`config.mk`:
```
export PLATFORM = sky130hd
export DESIGN_NAME = ringbuf_pass_ctrl
export DESIGN_NICKNAME = d
export VERILOG_FILES = /design/src/rtl/ringbuf_pass_ctrl.sv
export SDC_FILE = /design/constraint.sdc
export NUM_CORES = 1
export LEC_CHECK = 0
export ABC_AREA = 1
export CORE_MARGIN = 2
export CORE_UTILIZATION = 30
export DETAILED_ROUTE_END_ITERATION = 12
export GPL_TIMING_DRIVEN = 0
export HOLD_SLACK_MARGIN = 0.08
export PLACE_DENSITY = 0.78
export SLEW_MARGIN = 20
export SYNTH_ARGS = -nofsm -noshare
export SYNTH_HDL_FRONTEND = slang
export SYNTH_SLANG_ARGS = --single-unit
```
`constraint.sdc`:
```
create_clock -name clk -period 2.5 [get_ports clk]
set_input_delay 0.25 -clock clk [delete_from_list [all_inputs] [get_ports clk]]
set_output_delay 0.25 -clock clk [all_outputs]
set_load 0.01 [all_outputs]
```
`src/rtl/ringbuf_pass_ctrl.sv`:
```
// Pass controller for an in-order ring buffer: walks nwords elements per start,
// offers each one downstream and optionally writes the returned result back.
module ringbuf_pass_ctrl #(
    parameter int  nbits  = 8,
    parameter int  nwords = 8,
    localparam int IW     = $clog2(nwords)
) (
    input  logic             clk,
    input  logic             rstb,
    input  logic             start,
    input  logic             mode_wr,
    output logic             busy,
    output logic             done,
    output logic             rb_en,
    output logic             rb_wren,
    output logic [nbits-1:0] rb_d,
    input  logic [nbits-1:0] rb_q,
    output logic [nbits-1:0] out_data,
    output logic [IW-1:0]    out_idx,
    output logic             out_valid,
    input  logic             out_ready,
    input  logic [nbits-1:0] res_data,
    input  logic             res_valid
);

    generate
        if (nwords < 2) begin : g_illegal
            Illegal_parameter__nwords_must_be_at_least_2 u_illegal ();
        end
    endgenerate

    typedef enum logic [1:0] {
        IDLE,
        OFFER,
        WAIT_RES,
        DONE
    } state_t;

    state_t        state, state_nx;
    logic [IW-1:0] idx, idx_nx;
    logic          mode, mode_nx;
    logic          last_idx;

    assign last_idx = (idx == IW'(nwords - 1));

    always_ff @(posedge clk) begin
        if (!rstb) begin
            state <= IDLE;
            idx   <= '0;
            mode  <= 1'b0;
        end else begin
            state <= state_nx;
            idx   <= idx_nx;
            mode  <= mode_nx;
        end
    end

    // Every rb_en pulse is one step of the ring, so a full pass of nwords steps
    // leaves the buffer in the rotation it had before start.
    always_comb begin
        state_nx  = state;
        idx_nx    = idx;
        mode_nx   = mode;
        busy      = (state != IDLE);
        done      = 1'b0;
        rb_en     = 1'b0;
        rb_wren   = 1'b0;
        rb_d      = '0;
        out_data  = '0;
        out_idx   = '0;
        out_valid = 1'b0;

        case (state)
            IDLE: begin
                if (start) begin
                    mode_nx  = mode_wr;
                    idx_nx   = '0;
                    state_nx = OFFER;
                end
            end
            OFFER: begin
                out_valid = 1'b1;
                out_data  = rb_q;
                out_idx   = idx;
                if (out_ready) begin
                    if (mode) begin
                        state_nx = WAIT_RES;
                    end else begin
                        rb_en = 1'b1;
                        if (last_idx) begin
                            state_nx = DONE;
                        end else begin
                            idx_nx   = idx + IW'(1);
                            state_nx = OFFER;
                        end
                    end
                end
            end
            WAIT_RES: begin
                if (res_valid) begin
                    rb_en   = 1'b1;
                    rb_wren = 1'b1;
                    rb_d    = res_data;
                    if (last_idx) begin
                        state_nx = DONE;
                    end else begin
                        idx_nx   = idx + IW'(1);
                        state_nx = OFFER;
                    end
                end
            end
            DONE: begin
                done     = 1'b1;
                state_nx = IDLE;
            end
            default: begin
                state_nx = IDLE;
            end
        endcase
    end

endmodule

```
Word-level counts from Yosys, hierarchy flattened
Cells that the tools add are included.
{ "word_totals": {"regBits": 6, "in_bits": 22, "out_inout_bits": 24, "wordCells": 41} }
{ "classes": {"n_addsub": 1, "n_eq_ne": 8, "muxes": 23, "n_reduce_logical": 6} }
{ "ops": {"columns": ["cell", "count"], "rows": [
  ["2-to-1 mux 8 bit", 3],
  ["2-to-1 mux 3 bit", 6],
  ["2-to-1 mux 2 bit", 5],
  ["case mux 3 bit (3 select lines)", 1],
  ["inequality test 2 bit, second input constant", 4],
  ["case mux 2 bit (4 select lines)", 1],
  ["2-to-1 mux 1 bit", 6],
  ["AND reduction 5 bit", 1],
  ["equality test 2 bit, second input constant", 2],
  ["adder 3 x 1 -> 3 bit, second input constant", 1],
  ["equality test 3 bit, second input constant", 1],
  ["AND reduction 3 bit", 1],
  ["nonzero test 3 bit", 1],
  ["equality test 2 x 1 -> 1 bit, second input constant", 1],
  ["zero test 2 bit", 1],
  ["case mux 1 bit (2 select lines)", 1],
  ["AND reduction 2 bit", 1],
  ["nonzero test 2 bit", 1]
]} }

Depth between registers and ports, before layout
Gate-level depths: netlist of the first run.
{ "logic_depth": {"ltp_word": 5, "mapped_depth": 9, "ltp_nobuf": 8} }

Worst setup path before layout of the first run
OpenSTA, ideal clock, no wires.
{ "synth_path": {"path_kind": "flip-flop to flip-flop", "from": "register state[0]", "to": "register idx[0]", "setup_ns": 0.114, "t_arrival_ns": 1.235, "required_time_ns": 2.386, "path_slack_ns": 1.151, "path_stages_with_launch": 9, "path_buffers": 0, "period_less_slack_ns": 1.349, "cell_sequence": "dfxtp_1 -> inv_1 -> ha_1 -> nand2_1 -> nand2_1 -> nor2_2 -> nand3_1 -> nand2_1 -> nor2_2"} }
{ "synth_via": {"elab_chain_len": 3, "word_cells_on_any_way": 10, "classes_between": "eq/ne (6); mux (1); reduce/logical (3)"} }
{ "synth_lines": {"columns": ["element", "line", "text"], "rows": [
  ["start: declaration", "39", "state_t state, state_nx;"],
  ["start signal: assignment", "52", "state <= state_nx;"],
  ["equality test 2 x 1 -> 1 bit, or another cell as far along", "73", "case (state)"],
  ["inequality test 2 bit (no line) or nonzero test 3 bit (tied branches)", null, null],
  ["AND reduction 5 bit (no line)", null, null],
  ["end signal: assignment", "53", "idx <= idx_nx;"],
  ["end: declaration", "40", "logic [IW-1:0] idx, idx_nx;"]
]} }
Parallel ways exist; a longest one is shown, timed or not.
A chain may end at the register's enable or synchronous reset.

Final worst setup path of the first run
{ "layout_path": {"from": "register state[0]", "to": "output port rb_en"} }
{ "layout_via": {"elab_chain_len": 2, "word_cells_on_any_way": 3, "classes_between": "eq/ne (2); mux (1)"} }
{ "layout_lines": {"columns": ["element", "line", "text"], "rows": [
  ["equality test 2 bit or equality test 2 x 1 -> 1 bit (tied branches)", "73", null],
  ["case mux 1 bit (2 select lines) (*)", "73", null],
  ["end: declaration", "14", "output logic rb_en,"]
]} }
Mark *: on every way between the ends. The rest lies on a longest branch, timed or not.

==> flow_summary.yaml, run 1 <==
outcome:
  status: "completed"
setup_path:
  worst-path-max-fanout: 5
  start_kind: "flip-flop"
  worstPathRequired_ns: 2.25
  critPathCaptureType: "output pin"
  path_buf_inv: 3
  crit_start: "state[0]"
  critPathKind: "flip-flop to output pin"
  max_stage_delay_ns: 0.55
  path_cells: "inv_1 > ha_1 > inv_2 > a21oi_1 > clkdlybuf4s50_1"
  cp.depth: 5
  r2r-start: "state[0]"
  r2r_cells: 8
  path_delay_family: "buffers and inverters"
  crit_arrival_ns: 1.93
  crit_slowest_cell: "clkdlybuf4s50_1"
die:
  num_rows: 16
  die_area_um2: 2550
  die_width_um: 50.5
  coreArea_um2: 2000
  die_height_um: 50.5
  io_pins: 46
  start_util_pct: 32.4
clock_network:
  cts_buffers: 3
  insertion_delay_ns: 0.26
  cts_tree: "yes"
  post_cts_buffers: 0
  clk_pin_slew_ns: 0.06
  clock_sinks: 6
  cts_buffer_depth: 2
  ctsResizeCount: 0
  cts-root-buf: "clkbuf_4"
  htreeDepth: 1
  cts_hold_buf: 0
pwr:
  clkPwrFrac_pct: 9.1
  powerDensity_nw_per_um2: 925
  p_leak_nw: 0.631
  combPwrFrac_pct: 75.1
  switching_share_pct: 47.9
  seqPwrFrac_pct: 15.7
  p_switching_mw: 0.512
  peakVddDrop_mv: 0.550
  internal-power_mw: 0.556
placement:
  place_congestion: 0.803
  io_buffers: 45
  dp_hpwl_mm: 1.61
synthesis:
  synth_most_common_cell: "inv_1"
  syn_nets: 137
  synthTopCellsByCount: "inv_1 (27), nand2_1 (25), nor2_1 (17)"
  syn_inst: 109
  synth_edf_count: 0
  synthDominantAreaCellType: "dfxtp_1"
  synth_seq_area_share_pct: 18.5
  synth_top_cells_by_area: "dfxtp_1 (19%), inv_1 (16%), nand2_1 (14%)"
  avgSynthCellArea_um2: 5.95
  async_reset_ff_share_pct: 0
  ys_warn_count: 0
  synthesis.area_um2: 648
  ys_seq_elements: 6
  yosysTopAreaCellShare_pct: 18.5
  netlist-cell-type-count: 19
  ys.flop_type: "dfxtp_1"
min_path:
  whs_path_depth: 2
  hold_path_class: "flip-flop to flip-flop"
  min_from: "idx[2]"
routing:
  drc: 0
  ant_nets: 0
  via_per_inst: 4.28
  drt_iter0_markers: 8
  num_vias: 788
  routedWlPerCell_um: 10.2
  firstDrtPassIters: 4
  drt-total-wl_mm: 1.87
sta:
  fin_crit_sh_pct: 87.3
  period_needed_ns: 2.18
  worst_slew_margin_rel_pct: 81.1
  clock.fmax_mhz: 458
  slew_violations: 0
  worst_pin_slew_ns: 0.283
  holdWs_ns: 0.509
  rsz0062_at_grt: "false"
  fin_tns_setup_ns: 0
  hold_viol: 0
  skew_ns: 0.0159
  setup_viol: 0
finish:
  drive_gt1_share_pct: 11.5
  n_antenna_cell: 0
  syn_to_final_growth_pct: 78.2
  final_nets: 187
  nFillCells: 194
global_routing:
  grt_use_total_pct: 15.9
  grt-ovfl-total: 0
  antenna_found_initial: 0
  grt_pass1_wl_mm: 3.17
  first_global_vias: 767
  grt_max_degree: 11
run:
  max_cap_violations: 0
-- metrics by stage --
step                      cells  setup slack, ns  total power [mW]  instance area [um^2]  utilization (%)
final                       184            0.318              1.07                  1150             57.7
after global routing        184            0.202              1.17                  1150             57.7
after CTS                   184            0.336              1.07                  1150             57.7
after detailed placement    181            0.588             0.971                  1130             56.6
after global placement      181            0.589             0.946                  1130             56.6
after floorplan             109             1.15             0.678                   648                -
-- metal layers --
metal  vias to the layer above  GRT usage [%]  wire length [um]
met2                        14           29.6               998
met5                         -              0                 0
met1                       358           17.9               808
li1                        413              -                 -
met4                         0           4.95                21
met3                         3           3.27                41
-- sequential cells by signal (all words and copies together), names as in the netlist --
register  cells
mode          1
state         2
idx           3
-- worst paths after layout --
| path | endpoint | slack, ns |
|---|---|---|
| max | rb_en | 0.32 |
| min reg2reg | idx[2] | 0.51 |
| min | idx[2] | 0.51 |
| max reg2reg | idx[2] | 0.90 |
-- placed cells by master, fill, tap and decap left out, drive strengths merged --
master / synthesis / layout
clkbuf: 0 / 3
inv: 29 / 29
clkdlybuf4s50: 0 / 45
buf: 2 / 2
ha: 6 / 6
nand2: 29 / 29
or2: 1 / 1
nand3: 8 / 8
o21ai: 3 / 3
nor2: 21 / 21
a21boi: 1 / 1
dfxtp: 6 / 6
a21oi: 3 / 3
-- layout make-up --
cell class	instances	area (um^2)	area share [%]
plain buffers	2	16.3	1.41
clock buffers	3	22.5	1.95
inverters	29	109	9.43
multi-input cells	72	403	34.9
flip-flops and latches	6	120	10.4
well taps	27	33.8	2.93
repair buffers	45	450	39.0
-- power by group through the flow --
stage / sequential [mW] / clock (mW) / combinational, mW
floorplan: 0.159 / 0 / 0.518
global placement: 0.166 / 0 / 0.780
detailed placement: 0.168 / 0 / 0.803
CTS: 0.167 / 0.0988 / 0.806
global route: 0.173 / 0.101 / 0.896
finish: 0.168 / 0.0977 / 0.803
-- logic make-up after synthesis --
logic type      synth area share [%]
fa+ha+maj                       11.6
flops                           18.5
simple gates                    44.2
compound gates                  6.37
buf+inv                         19.3
-- worst reg2reg max path: stages (launching register included) --
cell,delay (ns)
dfxtp_1,0.41
inv_1,0.11
ha_1,0.39
nand2_1,0.12
nand2_1,0.07
nor2_2,0.15
nand3_1,0.10
nand2_1,0.08
nor2_1,0.04
No activity file was read; power rests on OpenSTA's default activity.
==> inputs of run 2 (changes only) <==
--- a/config.mk
+++ b/config.mk
@@ -8,6 +8,7 @@
 export ABC_AREA = 1
 export CORE_MARGIN = 2
 export CORE_UTILIZATION = 30
+export CTS_BUF_LIST = sky130_fd_sc_hd__clkbuf_4
 export DETAILED_ROUTE_END_ITERATION = 12
 export GPL_TIMING_DRIVEN = 0
 export HOLD_SLACK_MARGIN = 0.08
==> results of run 2 <==
No change in the layout: final DEF, timing and power equal those of run 1.
